**src/rtl/interact_ctrl_pkg.sv**
```systemverilog
// Shared definitions for the tile-interaction front end: direction codes,
// controller states, tile constants and map address packing.
package interact_ctrl_pkg;

  localparam logic [1:0] DIR_UP    = 2'd0;
  localparam logic [1:0] DIR_DOWN  = 2'd1;
  localparam logic [1:0] DIR_LEFT  = 2'd2;
  localparam logic [1:0] DIR_RIGHT = 2'd3;

  // Tile id presented to the resolver when the target lies outside the map
  localparam logic [15:0] TILE_BLOCKED = 16'hFFFF;

  typedef enum logic [1:0] {
    ST_IDLE,
    ST_READ,
    ST_LATCH,
    ST_COMMIT
  } state_t;

  // Low byte of the map address; the floor bits are prepended by the caller
  function automatic logic [7:0] map_yx(input logic [3:0] y, input logic [3:0] x);
    return {y, x};
  endfunction

endpackage

```
**src/rtl/interact_ctrl_move_target.sv**
```systemverilog
// Combinational neighbour computation: direction plus current position gives
// the target cell, or flags the move as leaving the map.
module move_target
  import interact_ctrl_pkg::*;
#(
  parameter int MAP_W = 13,
  parameter int MAP_H = 13
) (
  input  logic [1:0] dir,
  input  logic [3:0] pos_x,
  input  logic [3:0] pos_y,
  output logic [3:0] tgt_x,
  output logic [3:0] tgt_y,
  output logic       off_map
);

  localparam logic [3:0] X_MAX = 4'(MAP_W - 1);
  localparam logic [3:0] Y_MAX = 4'(MAP_H - 1);

  // An off-map target stays on the current cell so nothing downstream wraps
  always_comb begin
    tgt_x   = pos_x;
    tgt_y   = pos_y;
    off_map = 1'b0;
    case (dir)
      DIR_UP: begin
        if (pos_y == 4'd0) off_map = 1'b1;
        else               tgt_y   = pos_y - 4'd1;
      end
      DIR_DOWN: begin
        if (pos_y == Y_MAX) off_map = 1'b1;
        else                tgt_y   = pos_y + 4'd1;
      end
      DIR_LEFT: begin
        if (pos_x == 4'd0) off_map = 1'b1;
        else               tgt_x   = pos_x - 4'd1;
      end
      default: begin
        if (pos_x == X_MAX) off_map = 1'b1;
        else                tgt_x   = pos_x + 4'd1;
      end
    endcase
  end

endmodule

```
**src/rtl/interact_ctrl.sv**
```systemverilog
// Sequential front end of the tile-interaction path: read target tile, hand it
// to the resolver, commit results. Optional step counter: INTERACT_STEP_CNT_EN.
module interact_ctrl
  import interact_ctrl_pkg::*;
#(
  parameter int MAP_W       = 13,
  parameter int MAP_H       = 13,
  parameter int NUM_FLOORS  = 10,
  parameter int FLOOR_BITS  = 4,
  parameter int INIT_X      = 6,
  parameter int INIT_Y      = 12,
  parameter int INIT_HEALTH = 100
) (
  input  logic                  clk,
  input  logic                  rst_n,
  input  logic                  move_valid,
  input  logic [1:0]            move_dir,
  output logic                  move_ready,
  output logic                  map_rd_en,
  output logic [FLOOR_BITS+7:0] map_addr,
  input  logic [15:0]           map_rd_data,
  output logic                  map_wr_en,
  output logic [15:0]           map_wr_data,
  output logic [3:0]            res_pos_x,
  output logic [3:0]            res_pos_y,
  output logic [15:0]           res_tile_id,
  output logic [15:0]           res_floor_in,
  output logic [3:0]            res_player_x,
  output logic [3:0]            res_player_y,
  output logic [31:0]           res_key_num_in,
  output logic [15:0]           res_health_in,
  input  logic [15:0]           res_floor,
  input  logic [3:0]            res_goto_x,
  input  logic [3:0]            res_goto_y,
  input  logic [31:0]           res_key_num,
  input  logic [15:0]           res_health,
  input  logic [15:0]           res_new_tile_id,
  output logic [3:0]            player_x,
  output logic [3:0]            player_y,
  output logic [15:0]           floor,
  output logic [31:0]           key_num,
  output logic [15:0]           health,
  output logic                  done,
  output logic                  moved
`ifdef INTERACT_STEP_CNT_EN
  ,
  output logic [15:0]           step_cnt
`endif
);

  localparam logic [15:0] FLOOR_LIMIT = 16'(NUM_FLOORS);

  state_t state, state_next;

  logic [3:0]  tgt_x, tgt_y;
  logic        off_map_q;
  logic [15:0] tile_q;

  logic [3:0]  mt_tgt_x, mt_tgt_y;
  logic        mt_off_map;
  logic        accept;
  logic        floor_ok;
  logic        commit_ok;

  move_target #(
    .MAP_W (MAP_W),
    .MAP_H (MAP_H)
  ) u_move_target (
    .dir     (move_dir),
    .pos_x   (player_x),
    .pos_y   (player_y),
    .tgt_x   (mt_tgt_x),
    .tgt_y   (mt_tgt_y),
    .off_map (mt_off_map)
  );

  assign accept    = move_valid && move_ready;
  assign floor_ok  = res_floor < FLOOR_LIMIT;
  assign commit_ok = (state == ST_COMMIT) && !off_map_q && floor_ok;

  always_ff @(posedge clk or negedge rst_n) begin
    if (!rst_n) state <= ST_IDLE;
    else        state <= state_next;
  end

  // Off-map requests skip the RAM round trip and go straight to commit
  always_comb begin
    state_next = state;
    case (state)
      ST_IDLE:  if (move_valid) state_next = mt_off_map ? ST_COMMIT : ST_READ;
      ST_READ:  state_next = ST_LATCH;
      ST_LATCH: state_next = ST_COMMIT;
      default:  state_next = ST_IDLE;
    endcase
  end

  always_comb begin
    move_ready  = (state == ST_IDLE);
    map_rd_en   = (state == ST_READ);
    done        = (state == ST_COMMIT);
    map_wr_en   = commit_ok && (res_new_tile_id != tile_q);
    map_wr_data = res_new_tile_id;
    map_addr    = {floor[FLOOR_BITS-1:0], map_yx(tgt_y, tgt_x)};
    moved       = commit_ok && ((res_goto_x != player_x) || (res_goto_y != player_y) ||
                                (res_floor != floor));
  end

  assign res_pos_x      = tgt_x;
  assign res_pos_y      = tgt_y;
  assign res_tile_id    = tile_q;
  assign res_floor_in   = floor;
  assign res_player_x   = player_x;
  assign res_player_y   = player_y;
  assign res_key_num_in = key_num;
  assign res_health_in  = health;

  always_ff @(posedge clk or negedge rst_n) begin
    if (!rst_n) begin
      tgt_x     <= 4'd0;
      tgt_y     <= 4'd0;
      off_map_q <= 1'b0;
      tile_q    <= 16'd0;
    end else if (accept) begin
      tgt_x     <= mt_tgt_x;
      tgt_y     <= mt_tgt_y;
      off_map_q <= mt_off_map;
      if (mt_off_map) tile_q <= TILE_BLOCKED;
    end else if (state == ST_LATCH) begin
      tile_q <= map_rd_data;
    end
  end

  // An out-of-range floor leaves position and floor alone but still takes keys/health
  always_ff @(posedge clk or negedge rst_n) begin
    if (!rst_n) begin
      player_x <= 4'(INIT_X);
      player_y <= 4'(INIT_Y);
      floor    <= 16'd0;
      key_num  <= 32'd0;
      health   <= 16'(INIT_HEALTH);
    end else if ((state == ST_COMMIT) && !off_map_q) begin
      key_num <= res_key_num;
      health  <= res_health;
      if (floor_ok) begin
        player_x <= res_goto_x;
        player_y <= res_goto_y;
        floor    <= res_floor;
      end
    end
  end

`ifdef INTERACT_STEP_CNT_EN
  always_ff @(posedge clk or negedge rst_n) begin
    if (!rst_n)                            step_cnt <= 16'd0;
    else if (moved && step_cnt != 16'hFFFF) step_cnt <= step_cnt + 16'd1;
  end
`endif

endmodule

```
**config.mk**
```make
export PLATFORM = sky130hd
export DESIGN_NAME = interact_ctrl
export DESIGN_NICKNAME = d
export VERILOG_FILES = /design/src/rtl/interact_ctrl_pkg.sv /design/src/rtl/interact_ctrl_move_target.sv /design/src/rtl/interact_ctrl.sv
export SDC_FILE = /design/constraint.sdc
export NUM_CORES = 1
export LEC_CHECK = 0
export CAP_MARGIN = 20
export CORE_UTILIZATION = 39
export CTS_CLUSTER_DIAMETER = 30
export DETAILED_ROUTE_END_ITERATION = 10
export MAX_ROUTING_LAYER = met4
export PLACE_DENSITY = 0.82
export SLEW_MARGIN = 10
export SYNTH_ARGS = -nofsm -noshare
export SYNTH_HDL_FRONTEND = slang
export SYNTH_HIERARCHICAL = 1
export SYNTH_SLANG_ARGS = --single-unit
```
**constraint.sdc**
```tcl
create_clock -name clk -period 3.2 [get_ports clk]
set_clock_uncertainty 0.15 [all_clocks]
set_input_delay 0.48 -clock clk [delete_from_list [all_inputs] [get_ports clk]]
set_output_delay 0.48 -clock clk [all_outputs]
set_load 0.01 [all_outputs]
```
# Word level (Yosys, flattened, before mapping)
# Cells that the tools add are included.
[word_totals]
register_bits = 99
elab_cells = 61
[op_classes]
n_lt_le_gt_ge = 1
add_sub_neg = 4
eq_ne = 13
mux = 17
n_reduce_logical = 16
[ops]
columns = ["op", "n"]
rows = [
  ["$mux W16", 3],
  ["$ne A16 B16 Y1", 2],
  ["$lt A16 B4 Y1 const B", 1],
  ["$mux W4", 4],
  ["$pmux W4 S2", 2],
  ["$add A4 B1 Y4 const B", 2],
  ["$eq A4 B4 Y1 const B", 2],
  ["$logic_not A4 Y1", 2],
  ["$ne A4 B4 Y1", 2],
  ["$sub A4 B1 Y4 const B", 2],
  ["$eq A2 B2 Y1 const B", 3],
  ["$pmux W2 S3", 1],
  ["$logic_and A1 B1 Y1", 5],
  ["$eq A2 B1 Y1 const B", 2],
  ["$logic_not A2 Y1", 2],
  ["$mux W1", 4],
  ["$mux W2", 2],
  ["$ne A2 B2 Y1 const B", 2],
  ["$reduce_and A2 Y1", 2],
  ["$pmux W1 S3", 1],
  ["$logic_or A1 B1 Y1", 2],
  ["$reduce_bool A2 Y1", 1],
  ["$reduce_or A2 Y1", 1],
  ["$logic_not A1 Y1", 1],
]

# Depth between registers and ports, before layout
# Gate-level depths: netlist (run 1).
[depth]
word_depth = 6
depth_mapped = 9
ltp_nobuf = 8

# Hierarchy
# The synthesis (run 1) kept the hierarchy.
[modules_own_cells]
columns = ["module", "cells_per_inst", "area_per_inst_um2", "seq_area_each_um2", "instances"]
rows = [
  ["interact_ctrl", 389, 4899.7, 2486.1, 1],
  ["move_target", 70, 469.2, 0.0, 1],
]

# Least setup slack after synthesis (run 1)
# Ideal clock, no wire load.
[synth_path]
kind = "reg-to-output"
from = "register state[0]"
to = "output port moved"
path_buffers = 2
path_slack_ns = 0.857
t_required_ns = 2.570
stages_incl_launch_ff = 8
arrival_ns = 1.713
path_cell_list = "dfrtp_1 -> ha_1 -> inv_1 -> nor2_1 -> buf_2 -> buf_2 -> nand4_1 -> a31oi_1"
[synth_between]
elab_chain_len = 4
[synth_lines]
columns = ["element", "line_no", "source"]
rows = [
  ["start, declared", "interact_ctrl.sv:53", "state_t state, state_next;"],
  ["start signal, assigned", "interact_ctrl.sv:83", "else state <= state_next;"],
  ["$eq A2 B2 Y1", "-", ""],
  ["via done", "interact_ctrl.sv:43", "output logic done,"],
  ["$logic_and A1 B1 Y1 (2 in series)", "interact_ctrl.sv:79", "assign commit_ok = (state == ST_COMMIT) && !off_map_q && floor_ok;"],
  ["$logic_and A1 B1 Y1", "interact_ctrl.sv:104", "moved = commit_ok && ((res_goto_x != player_x) || (res_goto_y != player_y) ||"],
  ["end, declared", "interact_ctrl.sv:44", "output logic moved"],
]
# The timed path passes the listed nets, and every way through them passes these cells.

# Worst setup path in the final report (run 1)
[layout_path]
from = "input port res_floor[7]"
to = "output port moved"
[layout_between]
elab_chain_len = 3
word_cells_on_any_way = 5
cone_classes = "order compare: 1; eq/ne: 1; reduce/logical: 3"
[layout_lines]
columns = ["element", "line_no", "source"]
rows = [
  ["start, declared", "interact_ctrl.sv:32", "input logic [15:0] res_floor,"],
  ["$lt A16 B4 Y1 or $ne A16 B16 Y1 (tied branches)", "interact_ctrl.sv:78, interact_ctrl.sv:105", ""],
  ["$logic_and A1 B1 Y1 or $logic_or A1 B1 Y1 (tied branches)", "interact_ctrl.sv:79, interact_ctrl.sv:104", ""],
  ["$logic_and A1 B1 Y1 *", "interact_ctrl.sv:104", ""],
]
# Mark *: on every way between the ends. The rest lies on a longest branch, timed or not.

==> summary.txt, run 1 <==
Floorplanning
  – Row cnt: 42
  – Die height: 119 um
  – Full die area: 14200 sq um
  – Core area: 13300 sq um
  – Top Ports: 310
  – Starting Density: 0.402
  – Chip width: 119 um

STA
  – Setup_tns: 0 ns
  – Achievable Freq: 0.334 GHz
  – Worst Tran Pin Value: 0.652 ns
  – Final setup viols: 0
  – Fin crit period: 2.99 ns
  – Slew margin rel.: 0.565
  – Unrepaired setup endpoints after global routing: no
  – Max Slew Vio Count: 0
  – Final worst-path cycle share: 0.936
  – Fin. Hold Viols: 0

Final layout
  – Most frequent cells in the layout: clkdlybuf4s50_1, dfrtp_1, mux2_2
  – Nets@finish: 796
  – Layout area overhead: 53.6%
  – Most common cell after layout, fill and taps aside: clkdlybuf4s50_1
  – Post-route design area: 8250 sq um
  – Number of diodes: 0
  – Share of cells above drive strength 1: 0.154

Placement
  – RD Place Congestion: 0.832
  – Dpl cell area: 7980 sq um
  – Dpl hpwl: 11.5 mm
  – Port Buf Inserts: 309

Worst setup path
  – Crit Path Category: in -> out
  – Worst setup EP type: primary output
  – CP Launch Type: primary input
  – CP required: 2.57 ns
  – Reg2Reg Setup Slack: 0.52 ns
  – Crit path max fanout: 2
  – Worst Path Arrival: 2.36 ns

Run status
  – Status: completed

Detailed routing
  – Antenna-violating nets left: 0
  – Vias: 4143
  – Detailed-route wire length per cell: 17.3 um
  – Final WL: 14.9 mm
  – DRT iter0 DRCs: 126
  – Vias per cell: 4.82
  – # DRC: 0
  – Drt pass-1 iters: 4

Synth
  – Synth unique cells: 46
  – Post-synthesis area per instance: 11.7 sq um
  – Mapped Area: 5370 sq um
  – Synthesis-stage register bit count: 99
  – Syn Nets: 576
  – Post-synth EDFFs: 0
  – Synth warn: 6
  – Ys flop type: dfrtp_1
  – Seq/Total Area, Yosys: 0.463
  – Synth Instances: 459
  – Ys async rst share: 1.00

GRT
  – First-pass GRT wire length: 23.2 mm
  – Initial antenna violation count: 0
  – Vias in the first global route: 4274
  – Largest net degree at the start of global routing: 55
  – GRT overflow: 0
  – Total GRT Usage: 0.219

Clocking
  – Setup Fix Bufs, Post-CTS: 0
  – CTS Hold Bufs: 0
  – Total CTS buffers: 9
  – CTS sink cnt: 99
  – Worst skew pair latency: 0.34 ns
  – Clk slew on worst S/H paths: 0.06 ns
  – TritonCTS clock tree: built
  – CTS HTree Levels: 3
  – CTS Buffer Depth: 2
  – CTS Root Cell: clkbuf_16

Hold path
  – Hold WC Path Type: in -> async

Power
  – Leakage power: 0.00332 uW
  – Pwr dens: 755 nW/um^2
  – Worst vdd ir: 0.000545 V

Run
  – Max cap viols: 0
worst paths after layout:
path                         startpoint               to  depth (start not counted)
setup / recovery           res_floor[7]            moved                          6
setup reg to reg            player_y[0]  res_tile_id[11]                          8
max in group asynchronous         rst_n        health[2]                          2
min in group clk            key_num[12]      key_num[12]                          1
hold / removal                    rst_n      player_y[0]                          1
hold reg to reg             key_num[12]      key_num[12]                          1
routing by layer:
layer / vias to the layer above / GRT usage / part of all wire
li1: 1921 / - / -
met1: 2029 / 0.249 / 0.40
met2: 184 / 0.385 / 0.53
met3: 9 / 0.0417 / 0.060
met4: 0 / 0.0734 / 0.011
met5: - / - / 0
flip-flops by register name, indices dropped and copies added (netlist names):
name	flops
res_tile_id	16
off_map_q	1
health	16
floor	16
res_pos_y	4
state	2
player_y	4
player_x	4
res_pos_x	4
key_num	32
stage by stage:
stage / utilization / power, uW / setup slack, ns / cells / hold WS, ns
4_1_cts: 0.618 / 6310 / 0.173 / 860 / 0.0144
2_1_floorplan: - / 3730 / 0.857 / 459 / 0.0344
3_3_place_gp: 0.598 / 5170 / -0.121 / 844 / 0.363
3_5_place_dp: 0.598 / 5260 / -0.175 / 844 / 0.372
6_report: 0.618 / 6220 / 0.206 / 860 / 0.00348
5_1_grt: 0.618 / 6550 / 0.0653 / 860 / 0.0406
worst max-delay path, stage by stage:
cell and delay, ns:
clkdlybuf4s50_1 0.44, or4_1 0.56, nor2_2 0.17, nand4_1 0.18
a31oi_1 0.21, dlygate4sd2_1 0.32
cells in the mapped netlist, types with 3 or more instances:
cell / instances / share of area
and2_1: 3 / 0.0035
nand3_1: 3 / 0.0028
dfrtp_1: 92 / 0.43
nor2_1: 7 / 0.0049
mux2i_1: 4 / 0.0075
ha_1: 8 / 0.019
o22a_1: 16 / 0.026
nand4_1: 10 / 0.012
xnor2_1: 35 / 0.057
dfstp_2: 7 / 0.034
nor2b_1: 12 / 0.014
buf_4: 101 / 0.14
mux2_2: 61 / 0.13
o21ai_0: 8 / 0.0075
buf_2: 7 / 0.0065
mux2_1: 8 / 0.017
xor2_1: 8 / 0.013
nor4_1: 6 / 0.0070
a21oi_1: 4 / 0.0037
nand2b_1: 4 / 0.0047
inv_1: 10 / 0.0070
nand2_1: 13 / 0.0091
clkbuf_1: 5 / 0.0035
final cells by class:
class                           instances  area, sq um
Clock inverter                          6         42.5
Timing Repair Buffer                  325         3220
Tap cell                              176          220
Fill cell                            1061         5100
Multi-Input combinational cell        234         2010
Clock buffer                           10          229
Sequential cell                        99         2490
Inverter                               10         37.5
cell families after synthesis:
logic type | count (synthesis) | share of synthesized area
AOI/OAI and AO/OA | 41 | 0.0583
xor gates and xnor gates | 43 | 0.0701
adders and majority gates | 8 | 0.0186
buffers and inverters | 126 | 0.164
DFF | 99 | 0.463
muxes | 73 | 0.152
and+or+nand+nor | 69 | 0.0736
repair_timing:
action	CTS	global route
resized for setup	3	0
endpoints found under the setup margin	2	0
hold endpoints to repair	0	0
power breakdown:
part           switching [uW]  total, uW  internal [uW]
combinational            1170       3120           1950
sequential                387       2100           1710
clock                     476       1000            528
(Power assumes the default switching activity.)
==> run 2: changes to the inputs <==
--- a/config.mk
+++ b/config.mk
@@ -11,7 +11,6 @@
 export DETAILED_ROUTE_END_ITERATION = 10
 export MAX_ROUTING_LAYER = met4
 export PLACE_DENSITY = 0.82
-export SLEW_MARGIN = 10
 export SYNTH_ARGS = -nofsm -noshare
 export SYNTH_HDL_FRONTEND = slang
 export SYNTH_HIERARCHICAL = 1
==> constraint.sdc (replaced) <==
create_clock -name clk -period 3.2 [get_ports clk]
set_clock_uncertainty 0.15 [all_clocks]
set_input_delay 0.64 -clock clk [delete_from_list [all_inputs] [get_ports clk]]
set_output_delay 0.64 -clock clk [all_outputs]
set_load 0.01 [all_outputs]
==> run 2 against run 1 <==
Against the previous run: die area is the same; via count increased by 1.0%; non-clock buffer count increased by 4; global-route usage about the same; critical path depth unchanged; fmax down 4.1%; largest power group unchanged; worst hold slack improved by 0.16 ns; first-iteration DRC count shrank 3.2%; final cell count is 0.47% higher; sequential power is essentially flat; sequential share of layout area down 0.20 points; wire length up 1.4%.
==> summary.txt, run 2 (same netlist as run 1, synthesis figures left out) <==
Power
  – Worst vdd ir: 0.000547 V (+0.37%)
  – Seq pwr share: 0.336 (about the same)
  – Combinational power share: 0.502 (about the same)
  – Sw frac: 0.325 (-0.00218)
  – Share of power burned in the clock network: 0.162 (about the same)
  – Internal: 4210 uW (+0.56%)
  – Power Total: 6240 uW (+0.23%)
  – Switch Pwr: 2030 uW (-0.44%)
  – Leakage power: 0.00335 uW (+0.74%)
  – Pwr dens: 751 nW/um^2 (-0.43%)

Run
  – Max cap viols: 0 (unchanged)

Placement
  – RD Place Congestion: 0.826 (-0.72%)
  – Cell count after placement: 848 (+0.47%)
  – Dpl cell area: 8020 sq um (+0.53%)
  – Port Buf Inserts: 309 (unchanged)
  – Dpl hpwl: 11.7 mm (+1.3%)
  – Pre-CTS setup slack: -0.491 ns (-0.316 ns)

Clocking
  – Total CTS buffers: 9 (unchanged)
  – CTS Hold Bufs: 0 (unchanged)
  – Clk slew on worst S/H paths: 0.06 ns (about the same)
  – Worst skew pair latency: 0.34 ns (about the same)
  – CTS Root Cell: clkbuf_16
  – TritonCTS clock tree: built
  – CTS HTree Levels: 3 (unchanged)
  – CTS Buffer Depth: 2 (unchanged)
  – Setup Fix Bufs, Post-CTS: 0 (unchanged)
  – CTS sink cnt: 99 (unchanged)

Final layout
  – Nets@finish: 800 (+0.50%)
  – Area of the multi-input gates: 2030 sq um (+0.93%)
  – Post-route design area: 8300 sq um (+0.67%)
  – Most frequent cells in the layout: clkdlybuf4s50_1, dfrtp_1, mux2_2
  – Register area: 2490 sq um (unchanged)
  – Finished Layout Cells: 864 (+0.47%)
  – Max reg flops: 32 (unchanged)
  – Number of diodes: 0 (unchanged)
  – Total of fill cells in the finished design: 1036 (-2.4%)
  – Share of cells above drive strength 1: 0.164 (+0.0107)
  – Layout area overhead: 54.6%
  – Most common cell after layout, fill and taps aside: clkdlybuf4s50_1
  – Reg with most FFs: key_num

Detailed routing
  – Drt pass-1 iters: 4 (unchanged)
  – Max Used Layer: met4
  – DRT iter0 DRCs: 122 (-3.2%)
  – Met2 WL post-DR: 7.94 mm (+1.3%)
  – Final WL: 15.1 mm (+1.4%)
  – # DRC: 0 (unchanged)
  – Routed length on met3: 1.05 mm (+17%)
  – Antenna-violating nets left: 0 (unchanged)
  – Vias per cell: 4.84 (+0.57%)
  – Detailed-route wire length per cell: 17.5 um (+0.95%)
  – Met1 WL: 5.83 mm (-2.5%)
  – Vias: 4186 (+1.0%)

GRT
  – Initial antenna violation count: 0 (unchanged)
  – Total GRT Usage: 0.218 (about the same)
  – First-pass GRT wire length: 23.2 mm (+0.24%)
  – GRT overflow: 0 (unchanged)
  – Vias in the first global route: 4329 (+1.3%)
  – Largest net degree at the start of global routing: 55 (unchanged)

Worst setup path
  – Worst setup EP type: primary output
  – CP Launch Type: primary input
  – Worst Path Arrival: 2.33 ns (-0.03 ns)
  – Crit Reg-Reg Endpoint: res_tile_id[7]
  – Reg2Reg Setup Slack: 0.52 ns (about the same)
  – Crit Path Category: in -> out
  – Crit Reg-Reg Startpoint: player_y[0]
  – Crit path max fanout: 2 (unchanged)
  – Worst Reg2Reg Path Length in Cells: 8 (unchanged)
  – CP required: 2.41 ns (-0.16 ns)

STA
  – Setup_tns: 0 ns (unchanged)
  – Fin crit period: 3.12 ns (+0.127 ns)
  – Slew margin rel.: 0.587 (+0.0221)
  – Fin. Hold Viols: 0 (unchanged)
  – Unrepaired setup endpoints after global routing: no
  – Final setup viols: 0 (unchanged)
  – Max Slew Vio Count: 0 (unchanged)
  – Slack of the critical path: 0.0783 ns (-0.127 ns)
  – Achievable Freq: 0.320 GHz (-4.1%)
  – Worst Tran Pin Value: 0.619 ns (-0.0331 ns)
  – Final worst-path cycle share: 0.976 (+0.0398)

Hold path
  – Hold WC Path Type: in -> async

Floorplanning
  – Core area: 13300 sq um (unchanged)
  – Full die area: 14200 sq um (unchanged)
  – Row cnt: 42 (unchanged)
  – Top Ports: 310 (unchanged)
  – Chip width: 119 um (unchanged)
  – Die height: 119 um (unchanged)
  – Starting Density: 0.402 (unchanged)

Run status
  – Status: completed
## run 2: what timing repair did
action | CTS | global route
resized for setup | 11 | 3
pin swaps | 3 | 1
setup endpoints to repair | 2 | 2
## run 2: metal layers
| layer | global-route usage | vias to the layer above |
|---|---|---|
| met5 | - | - |
| met4 | 0.0688 | 0 |
| met3 | 0.0460 | 21 |
| met2 | 0.386 | 203 |
| met1 | 0.246 | 2031 |
| li1 | - | 1931 |
## run 2: worst max path at each step
stage | start | endpoint | slack, ns | cells past startpoint
finish | res_floor[6] | moved | 0.08 | 6
global route | res_floor[6] | moved | 0.005 | 6
CTS | res_floor[7] | map_wr_en | 0.004 | 6
detailed placement | res_floor[7] | moved | -0.49 | 6
global placement | res_floor[7] | moved | -0.44 | 6
floorplan | state[0] | moved | 0.70 | 7
## run 2: power by group through the flow
| stage | Sequential, uW | Combinational [uW] | Clock (uW) |
|---|---|---|---|
| 2_1_floorplan | 2230 | 1500 | 0 |
| 3_3_place_gp | 2090 | 3090 | 0 |
| 3_5_place_dp | 2110 | 3150 | 0 |
| 4_1_cts | 2110 | 3170 | 1050 |
| 5_1_grt | 2170 | 3310 | 1100 |
| 6_report | 2100 | 3130 | 1010 |
## run 2: through the flow
step / hold slack [ns] / util
5_1_grt: 0.199 / 0.622
4_1_cts: 0.177 / 0.622
6_report: 0.161 / 0.622
2_1_floorplan: 0.194 / -
3_5_place_dp: 0.368 / 0.601
3_3_place_gp: 0.364 / 0.601
## run 2: critical path: stages
cell	delay, ns
clkdlybuf4s50_1	0.45
or4_4	0.55
nor2_4	0.14
nand4_1	0.18
a31oi_1	0.21
buf_2	0.17
## run 2: final cells by class
| type | count | share of cell area |
|---|---|---|
| Tap cell | 176 | 0.0265 |
| Clock buffer | 12 | 0.0297 |
| Inverter | 10 | 0.00452 |
| Sequential cell | 99 | 0.299 |
| Multi-Input combinational cell | 234 | 0.245 |
| Timing Repair Buffer | 329 | 0.392 |
| Clock inverter | 4 | 0.00316 |
==> run 3: changes to the inputs <==
--- a/config.mk
+++ b/config.mk
@@ -6,6 +6,7 @@
 export NUM_CORES = 1
 export LEC_CHECK = 0
 export CAP_MARGIN = 20
+export CORE_MARGIN = 2
 export CORE_UTILIZATION = 39
 export CTS_CLUSTER_DIAMETER = 30
 export DETAILED_ROUTE_END_ITERATION = 10
==> run 3 against run 2 <==
Against the previous run: flip-flop and latch count did not move; wire length rose by 4.6%; sequential share of layout area down 0.099 points; final cell count is 0.35% higher; die area rose by 3.4%; fmax increased by 0.65%; count of clock-buffer cells in the layout unchanged; critical endpoint is now map_wr_en; largest cell class unchanged.
==> summary.txt, run 3 (same netlist as run 1, synthesis figures left out) <==
Run status
  – Status: completed

Final layout
  – Share of cells above drive strength 1: 0.162 (-0.00193)
  – Final Util: 0.624 (+0.00206)
  – Post-route design area: 8330 sq um (+0.33%)
  – Layout area overhead: 55.2%
  – Max reg flops: 32 (unchanged)
  – Nets@finish: 802 (+0.25%)
  – Most frequent cells in the layout: clkdlybuf4s50_1, dfrtp_1, mux2_2
  – Total of fill cells in the finished design: 1067 (+3.0%)
  – Reg with most FFs: key_num
  – Most common cell after layout, fill and taps aside: clkdlybuf4s50_1

GRT
  – Total GRT Usage: 0.219 (+0.000620)
  – Vias in the first global route: 4485 (+3.6%)
  – Largest net degree at the start of global routing: 53 (-3.6%)
  – First-pass GRT wire length: 23.9 mm (+3.1%)
  – Initial antenna violation count: 0 (unchanged)
  – GRT overflow: 0 (unchanged)

Detailed routing
  – Detailed-route wire length per cell: 18.2 um (+4.2%)
  – Final WL: 15.8 mm (+4.6%)
  – Drt pass-1 iters: 4 (unchanged)
  – Antenna-violating nets left: 0 (unchanged)
  – # DRC: 0 (unchanged)
  – DRT iter0 DRCs: 181 (+48%)
  – Vias per cell: 4.90 (+1.2%)
  – Vias: 4252 (+1.6%)

Worst setup path
  – Crit Path Category: in -> out
  – Crit Reg-Reg Startpoint: player_y[0]
  – CP Launch Type: primary input
  – Worst Reg2Reg Path Length in Cells: 8 (unchanged)
  – Crit path max fanout: 2 (unchanged)
  – Crit. path cell count: 6 (unchanged)
  – Worst setup EP type: primary output
  – Crit Reg-Reg Endpoint: res_tile_id[5]
  – Worst Path Buf+Inv: 2 (unchanged)
  – Worst Path Arrival: 2.31 ns (-0.02 ns)
  – CP endpoint: map_wr_en
  – Worst-path cell chain: clkdlybuf4s50_1 > or4_1 > nor2_2 > nand4_1 > nor2_1 > clkdlybuf4s15_1
  – CP top delay family: simple AND/OR/NAND/NOR gates
  – CP peak stage delay: 0.54 ns (about the same)
  – Reg2Reg Setup Slack: 0.54 ns (+0.02 ns)
  – Worst Setup SP: res_floor[15]
  – CP required: 2.41 ns (about the same)
  – Critical path's slowest cell: or4_1

Run
  – Max cap viols: 0 (unchanged)

Clocking
  – Worst skew pair latency: 0.34 ns (about the same)
  – Total CTS buffers: 9 (unchanged)
  – CTS Buffer Depth: 2 (unchanged)
  – CTS sink cnt: 99 (unchanged)
  – Setup Fix Bufs, Post-CTS: 0 (unchanged)
  – CTS HTree Levels: 3 (unchanged)
  – Clk slew on worst S/H paths: 0.06 ns (about the same)
  – CTS Root Cell: clkbuf_16
  – TritonCTS clock tree: built

STA
  – Slew margin rel.: 0.544 (-0.0434)
  – Fin crit period: 3.10 ns (-0.0202 ns)
  – Unrepaired setup endpoints after global routing: no
  – Hold slack: 0.171 ns (+0.0108 ns)
  – Final setup viols: 0 (unchanged)
  – Final worst-path cycle share: 0.969 (-0.00632)
  – Fin. Hold Viols: 0 (unchanged)
  – Max Slew Vio Count: 0 (unchanged)
  – Achievable Freq: 0.322 GHz (+0.65%)
  – Worst Tran Pin Value: 0.684 ns (+0.0651 ns)

Power
  – Power Total: 6330 uW (+1.5%)
  – Leakage power: 0.00337 uW (+0.59%)
  – Worst vdd ir: 0.000582 V (+6.4%)
  – Pwr dens: 760 nW/um^2 (+1.2%)

Hold path
  – Hold WC Path Type: in -> async

Floorplanning
  – Top Ports: 310 (unchanged)
  – Full die area: 14700 sq um (+3.4%)
  – Core area: 13300 sq um (unchanged)
  – Chip width: 121 um (+1.7%)
  – Starting Density: 0.402 (unchanged)
  – Row cnt: 42 (unchanged)
  – Die height: 121 um (+1.7%)

Placement
  – Port Buf Inserts: 309 (unchanged)
  – Dpl cell area: 8020 sq um (about the same)
  – RD Place Congestion: 0.860 (+4.1%)
  – Dpl hpwl: 12.3 mm (+5.9%)
-- run 3: changes by cell type in the layout (fill, tap and decap cells not counted), moves of 2 or more --
cell   change
buf_2      -2
buf_4      +3
or4_4      -2
or4_1      +2
-- run 3: layout make-up --
cell class / instances / area, sq um / share of cell area
sequential: 99 / 2490 / 0.298
timing repair buffer: 331 / 3260 / 0.392
multi-input combinational: 234 / 2030 / 0.244
clock inverter: 4 / 51.3 / 0.00616
clock buffer: 12 / 236 / 0.0284
tap: 176 / 220 / 0.0264
antenna: 1 / 2.50 / 0.000300
inverter: 10 / 37.5 / 0.00451
-- run 3: where the power goes --
group          switching [uW]  internal [uW]  total (uW)
Sequential                384           1710        2100
Combinational            1210           1950        3160
Clock                     466            608        1070
-- run 3: per-stage QoR --
| step | setup TNS (ns) | cells | setup slack [ns] |
|---|---|---|---|
| 2_1_floorplan | 0 | 459 | 0.697 |
| 3_3_place_gp | -0.606 | 850 | -0.309 |
| 3_5_place_dp | -0.586 | 850 | -0.306 |
| 4_1_cts | 0 | 866 | 0.00708 |
| 5_1_grt | 0 | 866 | 0.0115 |
| 6_report | 0 | 867 | 0.0985 |
-- run 3: worst min path at each step --
stage / from / to / slack, ns / depth (start not counted)
3_3_place_gp: res_pos_y[2] / res_pos_y[2] / 0.36 / 1
2_1_floorplan: rst_n / floor[0] / 0.19 / 0
6_report: rst_n / res_pos_y[0] / 0.17 / 1
3_5_place_dp: key_num[17] / key_num[17] / 0.37 / 1
5_1_grt: rst_n / res_pos_y[0] / 0.22 / 1
4_1_cts: rst_n / res_pos_y[0] / 0.20 / 1
-- run 3: what timing repair did --
| action | 4_1_cts | 5_1_grt |
|---|---|---|
| setup endpoints to repair | 2 | 2 |
| pin swaps | 1 | 0 |
| cloned | 0 | 0 |
| resized for setup | 5 | 5 |
| hold buffers | 0 | 0 |
-- run 3: layer usage --
metal / vias to the layer above / part of all wire / GRT usage / wire [um]
met1: 2075 / 0.38 / 0.254 / 6070
met5: - / 0 / - / 0
met4: 0 / 0.021 / 0.0783 / 338
li1: 1933 / - / - / -
met2: 218 / 0.52 / 0.374 / 8220
met3: 26 / 0.073 / 0.0489 / 1160
